## config.mk

```make
export PLATFORM = sky130hd
export DESIGN_NAME = reg_skid_hs_flat
export DESIGN_NICKNAME = d
export VERILOG_FILES = /design/src/rtl/reg_skid_pkg.sv /design/src/rtl/reg_skid_hs_if.sv /design/src/rtl/reg_skid_hs_data_reg.sv /design/src/rtl/reg_skid_hs.sv /design/src/flat_wrapper.sv
export SDC_FILE = /design/constraint.sdc
export NUM_CORES = 1
export LEC_CHECK = 0
export CAP_MARGIN = 20
export CORE_MARGIN = 1
export CORE_UTILIZATION = 40
export CTS_BUF_LIST = sky130_fd_sc_hd__clkbuf_4
export DETAILED_ROUTE_END_ITERATION = 10
export GPL_TIMING_DRIVEN = 0
export PLACE_DENSITY = 0.73
export SYNTH_ARGS = -nofsm -noshare
export SYNTH_HDL_FRONTEND = slang
export SYNTH_SLANG_ARGS = --single-unit
```

## constraint.sdc

```tcl
create_clock -name clk -period 1.8 [get_ports clk]
set_input_delay 0.54 -clock clk [delete_from_list [all_inputs] [get_ports clk]]
set_output_delay 0.54 -clock clk [all_outputs]
set_load 0.03 [all_outputs]
```

## src/rtl/reg_skid_pkg.sv

```systemverilog
// Shared types and constants for the reg_skid_hs elastic pipeline register.
// State encoding mirrors (main_v, skid_v) so the valid bits fall out of the state directly.
package reg_skid_pkg;

   typedef enum logic [1:0] {
      EMPTY = 2'b00,
      ONE   = 2'b10,
      TWO   = 2'b11
   } state_e;

   localparam int unsigned STALL_CNT_W = 16;
   localparam logic [STALL_CNT_W-1:0] STALL_CNT_MAX = '1;

   // Saturating increment for the stall counter.
   function automatic logic [STALL_CNT_W-1:0] sat_inc(input logic [STALL_CNT_W-1:0] v);
      return (v == STALL_CNT_MAX) ? v : v + STALL_CNT_W'(1);
   endfunction

endpackage

```

## src/rtl/reg_skid_hs_if.sv

```systemverilog
// Valid/ready handshake bundle for reg_skid_hs: upstream (in_*) and downstream (out_*) sides.
// slave is the stage itself; master is whatever drives it and consumes its output.
interface reg_skid_hs_if #(
   parameter int unsigned DATA_W = 32
);

   logic              in_valid;
   logic              in_ready;
   logic [DATA_W-1:0] in_data;
   logic              out_valid;
   logic              out_ready;
   logic [DATA_W-1:0] out_data;

   modport master (
      output in_valid,
      output in_data,
      output out_ready,
      input  in_ready,
      input  out_valid,
      input  out_data
   );

   modport slave (
      input  in_valid,
      input  in_data,
      input  out_ready,
      output in_ready,
      output out_valid,
      output out_data
   );

endinterface

```

## src/rtl/reg_skid_hs_data_reg.sv

```systemverilog
// Payload register with load enable and synchronous preset.
// Preset has priority over load so reset/flush always leave a known value.
module skid_data_reg #(
   parameter int unsigned          DATA_W     = 32,
   parameter logic [DATA_W-1:0]    PRESET_VAL = '0
) (
   input  logic              clk,
   input  logic              i_clr,
   input  logic              i_ld,
   input  logic [DATA_W-1:0] i_d,
   output logic [DATA_W-1:0] o_q
);

   logic [DATA_W-1:0] r_q;

   always_ff @(posedge clk) begin
      if (i_clr) begin
         r_q <= PRESET_VAL;
      end else if (i_ld) begin
         r_q <= i_d;
      end
   end

   assign o_q = r_q;

endmodule

```

## src/rtl/reg_skid_hs.sv

```systemverilog
// Two-entry elastic pipeline register (main + skid) with registered in_ready.
// Optional saturating stall counter output when REG_SKID_STALL_CNT_EN is defined.
module reg_skid_hs
   import reg_skid_pkg::*;
#(
   parameter int unsigned       DATA_W     = 32,
   parameter logic [DATA_W-1:0] PRESET_VAL = '0
) (
   input  logic             clk,
   input  logic             arst,
   input  logic             flush,
   reg_skid_hs_if.slave     bus
`ifdef REG_SKID_STALL_CNT_EN
   ,
   output logic [STALL_CNT_W-1:0] stall_cnt
`endif
);

   state_e            r_state;
   state_e            w_state_nxt;
   logic              r_in_ready;
   logic              r_out_valid;
   logic              w_in_ready_nxt;
   logic              w_out_valid_nxt;
   logic              w_in_xfer;
   logic              w_out_xfer;
   logic              w_main_ld;
   logic              w_main_from_skid;
   logic              w_skid_ld;
   logic              w_clr;
   logic [DATA_W-1:0] w_main_d;
   logic [DATA_W-1:0] w_main_q;
   logic [DATA_W-1:0] w_skid_q;

   assign w_in_xfer  = bus.in_valid & r_in_ready;
   assign w_out_xfer = r_out_valid & bus.out_ready;
   assign w_clr      = arst | flush;

   // State and registered handshake outputs.
   always_ff @(posedge clk) begin
      if (arst) begin
         r_state     <= EMPTY;
         r_out_valid <= 1'b0;
         r_in_ready  <= 1'b1;
      end else begin
         r_state     <= w_state_nxt;
         r_out_valid <= w_out_valid_nxt;
         r_in_ready  <= w_in_ready_nxt;
      end
   end

   // Next-state and data-register enables; flush discards everything including a same-cycle accept.
   always_comb begin
      w_state_nxt      = r_state;
      w_main_ld        = 1'b0;
      w_main_from_skid = 1'b0;
      w_skid_ld        = 1'b0;

      case (r_state)
         EMPTY: begin
            if (w_in_xfer) begin
               w_main_ld   = 1'b1;
               w_state_nxt = ONE;
            end
         end
         ONE: begin
            if (w_in_xfer && w_out_xfer) begin
               w_main_ld = 1'b1;
            end else if (w_in_xfer) begin
               w_skid_ld   = 1'b1;
               w_state_nxt = TWO;
            end else if (w_out_xfer) begin
               w_state_nxt = EMPTY;
            end
         end
         TWO: begin
            if (w_out_xfer) begin
               w_main_ld        = 1'b1;
               w_main_from_skid = 1'b1;
               w_state_nxt      = ONE;
            end
         end
         default: begin
            w_state_nxt = EMPTY;
         end
      endcase

      if (flush) begin
         w_state_nxt = EMPTY;
         w_main_ld   = 1'b0;
         w_skid_ld   = 1'b0;
      end

      w_out_valid_nxt = (w_state_nxt != EMPTY);
      w_in_ready_nxt  = (w_state_nxt != TWO);
   end

   assign w_main_d = w_main_from_skid ? w_skid_q : bus.in_data;

   skid_data_reg #(
      .DATA_W     (DATA_W),
      .PRESET_VAL (PRESET_VAL)
   ) u_main (
      .clk   (clk),
      .i_clr (w_clr),
      .i_ld  (w_main_ld),
      .i_d   (w_main_d),
      .o_q   (w_main_q)
   );

   skid_data_reg #(
      .DATA_W     (DATA_W),
      .PRESET_VAL (PRESET_VAL)
   ) u_skid (
      .clk   (clk),
      .i_clr (w_clr),
      .i_ld  (w_skid_ld),
      .i_d   (bus.in_data),
      .o_q   (w_skid_q)
   );

   assign bus.in_ready  = r_in_ready;
   assign bus.out_valid = r_out_valid;
   assign bus.out_data  = w_main_q;

   // Handshake registers must always agree with the state; (0,1) is unreachable.
   always_ff @(posedge clk) begin
      if (!arst) begin
         assert (r_state == EMPTY || r_state == ONE || r_state == TWO);
         assert (r_in_ready == (r_state != TWO));
         assert (r_out_valid == (r_state != EMPTY));
      end
   end

`ifdef REG_SKID_STALL_CNT_EN
   logic [STALL_CNT_W-1:0] r_stall_cnt;

   // Counts back-pressured cycles; only reset clears it, flush does not.
   always_ff @(posedge clk) begin
      if (arst) begin
         r_stall_cnt <= '0;
      end else if (r_out_valid && !bus.out_ready) begin
         r_stall_cnt <= sat_inc(r_stall_cnt);
      end
   end

   assign stall_cnt = r_stall_cnt;
`endif

endmodule

```

## src/flat_wrapper.sv

```systemverilog
// flat-port wrapper written by rule: the top's interface ports become plain ports
module reg_skid_hs_flat import reg_skid_pkg::*;
#(
   parameter int unsigned       DATA_W     = 32,
   parameter logic [DATA_W-1:0] PRESET_VAL = '0
)
  (clk, arst, flush, bus_in_valid, bus_in_data, bus_out_ready, bus_in_ready, bus_out_valid, bus_out_data);
  reg_skid_hs_if #(.DATA_W(DATA_W)) bus_i ();
  input  logic clk;
  input  logic arst;
  input  logic flush;
  input wire logic [$bits(bus_i.in_valid)-1:0] bus_in_valid;
  input wire logic [$bits(bus_i.in_data)-1:0] bus_in_data;
  input wire logic [$bits(bus_i.out_ready)-1:0] bus_out_ready;
  output wire logic [$bits(bus_i.in_ready)-1:0] bus_in_ready;
  output wire logic [$bits(bus_i.out_valid)-1:0] bus_out_valid;
  output wire logic [$bits(bus_i.out_data)-1:0] bus_out_data;
  assign bus_i.in_valid = bus_in_valid;
  assign bus_i.in_data = bus_in_data;
  assign bus_i.out_ready = bus_out_ready;
  assign bus_in_ready = bus_i.in_ready;
  assign bus_out_valid = bus_i.out_valid;
  assign bus_out_data = bus_i.out_data;
  reg_skid_hs #(.DATA_W(DATA_W), .PRESET_VAL(PRESET_VAL)) u_core (.clk(clk), .arst(arst), .flush(flush), .bus(bus_i));
endmodule
```

Word-level counts from Yosys, hierarchy flattened --
Cells that the tools add are included.
Storage, ports and cells: bits in registers 68, bits of input ports 37, output and inout bits 34, word-level logic and storage cells 31
Operators by class: eq/ne operators 3, muxes and demuxes 17, bitwise logic cells 3, reduce and logical (&&, ||, !) cells 3
Operators with widths (count):
- $mux W32 | 1
- $mux W2 | 6
- $mux W1 | 8
- $pmux W2 S3 | 1
- $eq A2 B2 Y1 const B | 2
- $pmux W1 S3 | 1
- $and A1 B1 Y1 | 2
- $logic_not A2 Y1 | 1
- $ne A2 B2 Y1 const B | 1
- $reduce_bool A2 Y1 | 1
- $logic_and A1 B1 Y1 | 1
- $or A1 B1 Y1 | 1

Depth between registers and ports, before layout --
depth after elaboration 7, gate-level depth with buffers 6, mapped depth without buffers 3

Hierarchy --
A second synthesis with hierarchy kept.
Unflattened totals: cells, all modules 258, area, all modules 3012.9 µm²
By module, submodules not included:
- skid_data_reg | instances 2, cells an instance 103, area each 1163.6 µm², sequential area each 640.6 µm²
- reg_skid_hs | instances 1, cells an instance 52, area each 685.7 µm², sequential area each 80.1 µm²

Worst setup path after synthesis --
Ideal clock, no wire load.
path type input -> register, start point in bus_in_valid, end point reg u_core.u_main.r_q[10] (netlist: u_core.u_main.o_q[10]), setup time 0.081 ns, arrival 1.405 ns, required time 1.719 ns, slack 0.314 ns, stages on the path 6, buffers on the path 3, cells stage by stage a21o_1 -> buf_2 -> and3_1 -> buf_6 -> buf_6 -> a211oi_2
Between the ends: word-level cells in the longest chain between the ends 5, elaborated cells between the ends (all ways) 6, classes of those cells mux (4); bitwise (1); reduce/logical (1)
Ends and longest elaborated chain:
- start, declared | line flat_wrapper.sv:12 | input wire logic [$bits(bus_i.in_valid)-1:0] bus_in_valid;
- $and A1 B1 Y1 (*) | line reg_skid_hs.sv:35 | assign w_in_xfer = bus.in_valid & r_in_ready;
- $logic_and A1 B1 Y1 | line reg_skid_hs.sv:67 | if (w_in_xfer && w_out_xfer) begin
- $mux W1 | line reg_skid_hs.sv:67
- $pmux W1 S3 (*) | line reg_skid_hs.sv:59 | case (r_state)
- $mux W1 (*) | line reg_skid_hs.sv:88 | if (flush) begin
- end signal, assigned | line reg_skid_hs_data_reg.sv:20 | r_q <= i_d;
- end, declared | line reg_skid_hs_data_reg.sv:14 | logic [DATA_W-1:0] r_q;
Mark *: on every way between the ends. The rest lies on a longest branch, timed or not. A chain may end at the register's enable or synchronous reset.

Worst setup path after layout --
start point in bus_out_ready, end point reg u_core.u_main.r_q[6] (netlist: u_core.u_main.o_q[6])
Between the ends: word-level cells in the longest chain between the ends 5, elaborated cells between the ends (all ways) 8, classes of those cells mux (6); bitwise (1); reduce/logical (1)
Ends and longest elaborated chain:
- start, declared | line flat_wrapper.sv:14 | input wire logic [$bits(bus_i.out_ready)-1:0] bus_out_ready;
- $and A1 B1 Y1 (*) | line reg_skid_hs.sv:36 | assign w_out_xfer = r_out_valid & bus.out_ready;
- $logic_and A1 B1 Y1 | line reg_skid_hs.sv:67
- $mux W1 | line reg_skid_hs.sv:67
- $pmux W1 S3 | line reg_skid_hs.sv:59
- $mux W1 | line reg_skid_hs.sv:88
Marks and branches as above.

==> flow_metrics.py <==
metrics = {
    "outcome": {
        "status": "finished, final reports clean",
    },
    "drt": {
        "drc": 0,
        "drt_wl_total_um": 8460,
        "vias": 2899,
        "drtPass1Iterations": 5,
        "postRouteAntennaNets": 0,
        "drtIter0Drc": 202,
        "wl_per_cell_um": 16.8,
        "vias_per_cell": 5.75,
    },
    "final_layout": {
        "layout.nets": 437,
        "drive_gt1_share_pct": 19.0,
        "antenna_cells": 0,
        "seq_area_um2": 1360,
        "area_growth_pct": 30.6,
        "nFillCells": 676,
        "design_area_um2": 3990,
        "multi_input_area_um2": 1500,
        "fin_util_pct": 54.5,
    },
    "sta": {
        "fmax_mhz": 560,
        "report.final.slew_viol_count": 0,
        "tightestPinTransition_ns": 0.747,
        "fin_ws_ns": 0.0143,
        "finalCriticalPeriod_ns": 1.79,
        "finClkSkew_ns": 0.00914,
        "tns_ns": 0,
        "max_slew_margin_pct": 50.2,
        "hold_violations": 0,
        "setup_violations": 0,
        "finalCritPeriodShare_pct": 99.2,
    },
    "global_route": {
        "antenna_found_initial": 0,
        "grt_max_degree": 11,
        "grt_pass1_wl_um": 13500,
        "grt-ovfl-total": 0,
        "grt_pass1_vias": 2689,
        "track_usage_pct": 22.6,
    },
    "setup_path": {
        "r2r_cells": 5,
        "worstSetupStartpointType": "input pin",
        "worstPathMaxFanout": 10,
        "worstReg2RegEnd": "u_core.u_main.o_q[15]",
        "worst-r2r-setup-slack_ns": 0.13,
        "arrival_ns": 2.05,
        "r2r_start": "u_core.r_state[1]",
        "crit_path_end_kind": "register",
        "cp.required_ns": 2.06,
        "critPathKind": "input pin to register",
    },
    "flow_run": {
        "cap_violations": 0,
    },
    "die": {
        "placementRows": 31,
        "io_pins": 71,
        "initial_core_util_pct": 41.7,
        "core_um2": 7330,
        "die-width_um": 89.5,
        "die_h_um": 89.5,
        "die-area_um2": 8000,
    },
    "pwr": {
        "power_switching_mw": 0.854,
        "clkPwrFrac_pct": 28.2,
        "swShare_pct": 29.1,
        "leakagePower_nw": 1.70,
        "power_density_nw_per_um2": 734,
        "peakVddDrop_uv": 370,
        "power.internal_mw": 2.08,
        "seq_power_share_pct": 53.5,
        "p_comb_share_pct": 18.2,
    },
    "yosys": {
        "synth_seq_cells": 68,
        "synth.distinct_cells": 25,
        "postSynthAreaPerCell_um2": 9.68,
        "syn_inst": 316,
        "syn_area_um2": 3060,
        "synth.area.top_cells": "dfxtp_1 (44%), a211oi_2 (12%), mux2i_1 (10%)",
        "ys_warn_count": 0,
        "ys_seq_area_share_pct": 44.5,
        "syn_nets": 353,
        "yosysTopAreaCell": "dfxtp_1",
        "synth_top_area_share_pct": 44.5,
    },
    "clocking": {
        "cts.htree.levels": 3,
        "numCtsBuffers": 9,
        "cts_max_path_buffers": 2,
        "cts_root_buf": "clkbuf_4",
        "cts_tree": "yes",
        "clock_sinks": 68,
        "clk_latency_ns": 0.40,
        "path_clk_slew_ns": 0.11,
        "cts_hold_buf": 0,
    },
    "placement": {
        "placed_area_um2": 3880,
        "port_buffers": 70,
        "dp_hpwl_um": 5790,
        "pre_cts_slack_ns": -0.521,
        "place_congestion": 0.769,
    },
    "hold_path": {
        "worstHoldStart": "u_core.u_skid.o_q[1]",
        "whs_path_depth": 2,
        "hold_path_end": "u_core.u_skid.o_q[1]",
        "min_path_type": "register to register",
    },
}
how the worst max path moves through the flow:
stage	start	cells after the start	to	slack, ns
floorplan	bus_in_valid	6	u_core.u_main.o_q[10]	0.31
global placement	bus_in_valid	6	u_core.u_main.o_q[21]	-0.45
detailed placement	bus_in_valid	6	u_core.u_main.o_q[20]	-0.52
CTS	bus_in_valid	6	u_core.u_main.o_q[10]	0.0004
global route	bus_out_ready	7	u_core.u_main.o_q[20]	-0.02
finish	bus_out_ready	5	u_core.u_main.o_q[6]	0.01
registers in the layout, summed over array words and instances, names as in the netlist:
register,cells
u_core.bus.in_ready,1
u_core.bus.out_valid,1
u_core.r_state,2
u_core.u_skid.o_q,32
u_core.u_main.o_q,32
layout by cell type (no fill, tap or decap), drive strengths merged:
| cell | instances |
|---|---|
| mux2i | 32 |
| nand2b | 1 |
| or2 | 1 |
| clkbuf | 38 |
| a211oi | 32 |
| a21bo | 1 |
| a21oi | 34 |
| nand3 | 33 |
| clkdlybuf4s50 | 36 |
| nand4 | 1 |
| clkinv | 4 |
| a21boi | 1 |
| nand2 | 1 |
| o21ai | 33 |
| nor2 | 1 |
| nand3b | 1 |
| a31oi | 32 |
| dlygate4sd2 | 32 |
| nand4bb | 1 |
| a21o | 1 |
| and3 | 1 |
| nor4bb | 1 |
| dfxtp | 68 |
| inv | 1 |
| buf | 18 |
area by class of cell:
cell class	instances	area share, %
Buffer	39	5.61
Clock buffer	12	2.26
Clock inverter	4	0.407
Inverter	1	0.0940
Multi-Input combinational cell	208	37.6
Sequential cell	68	34.1
Tap cell	99	3.10
Timing Repair Buffer	73	16.9
power by group through the flow:
stage               clock, mW  combinational, mW  sequential (mW)
floorplan                   0              0.247             1.67
global placement            0              0.543             1.60
detailed placement          0              0.551             1.60
CTS                     0.848              0.530             1.57
global route            0.908              0.569             1.57
finish                  0.827              0.535             1.57
metrics by stage:
stage          total power, mW  cells  hold slack (ns)
6_report                  2.93    504            0.479
5_1_grt                   3.05    504            0.501
4_1_cts                   2.95    501            0.480
3_5_place_dp              2.15    485            0.467
3_3_place_gp              2.15    485            0.460
2_1_floorplan             1.92    316            0.453
logic make-up after synthesis:
family | share of synthesized area (%)
multiplexers | 10.5
AND/OR/NAND/NOR | 7.40
AO/OA/AOI/OAI | 31.1
buffers and inverters | 6.54
flip-flops | 44.5
cell usage after synthesis, drive strengths merged:
library cell	n
nand4bb	1
or2	1
buf	15
and3	1
nand3b	1
nor2	1
a21o	1
o21ai	33
nand2b	1
dfxtp	68
a21oi	34
clkbuf	24
mux2i	32
inv	1
a211oi	32
a21boi	1
nand3	33
nor4bb	1
a31oi	32
nand2	1
a21bo	1
nand4	1
per-layer routing:
metal | wire length, um | global-route usage, %
met1 | 3810 | 30.9
met2 | 3980 | 35.6
met3 | 513 | 3.60
met4 | 149 | 8.95
met5 | 0 | 0
worst max-delay path, cell delays in order:
cell	delay [ns]
clkdlybuf4s50_1	0.58
nand4_1	0.26
buf_4	0.29
mux2i_1	0.27
a211oi_2	0.11
timing repair:
item | in CTS | in global routing
pin swaps | 0 | 1
buffers inserted | 0 | 3
setup endpoints to repair | 71 | 50
resized for setup | 42 | 22
(Power assumes the default switching activity.)
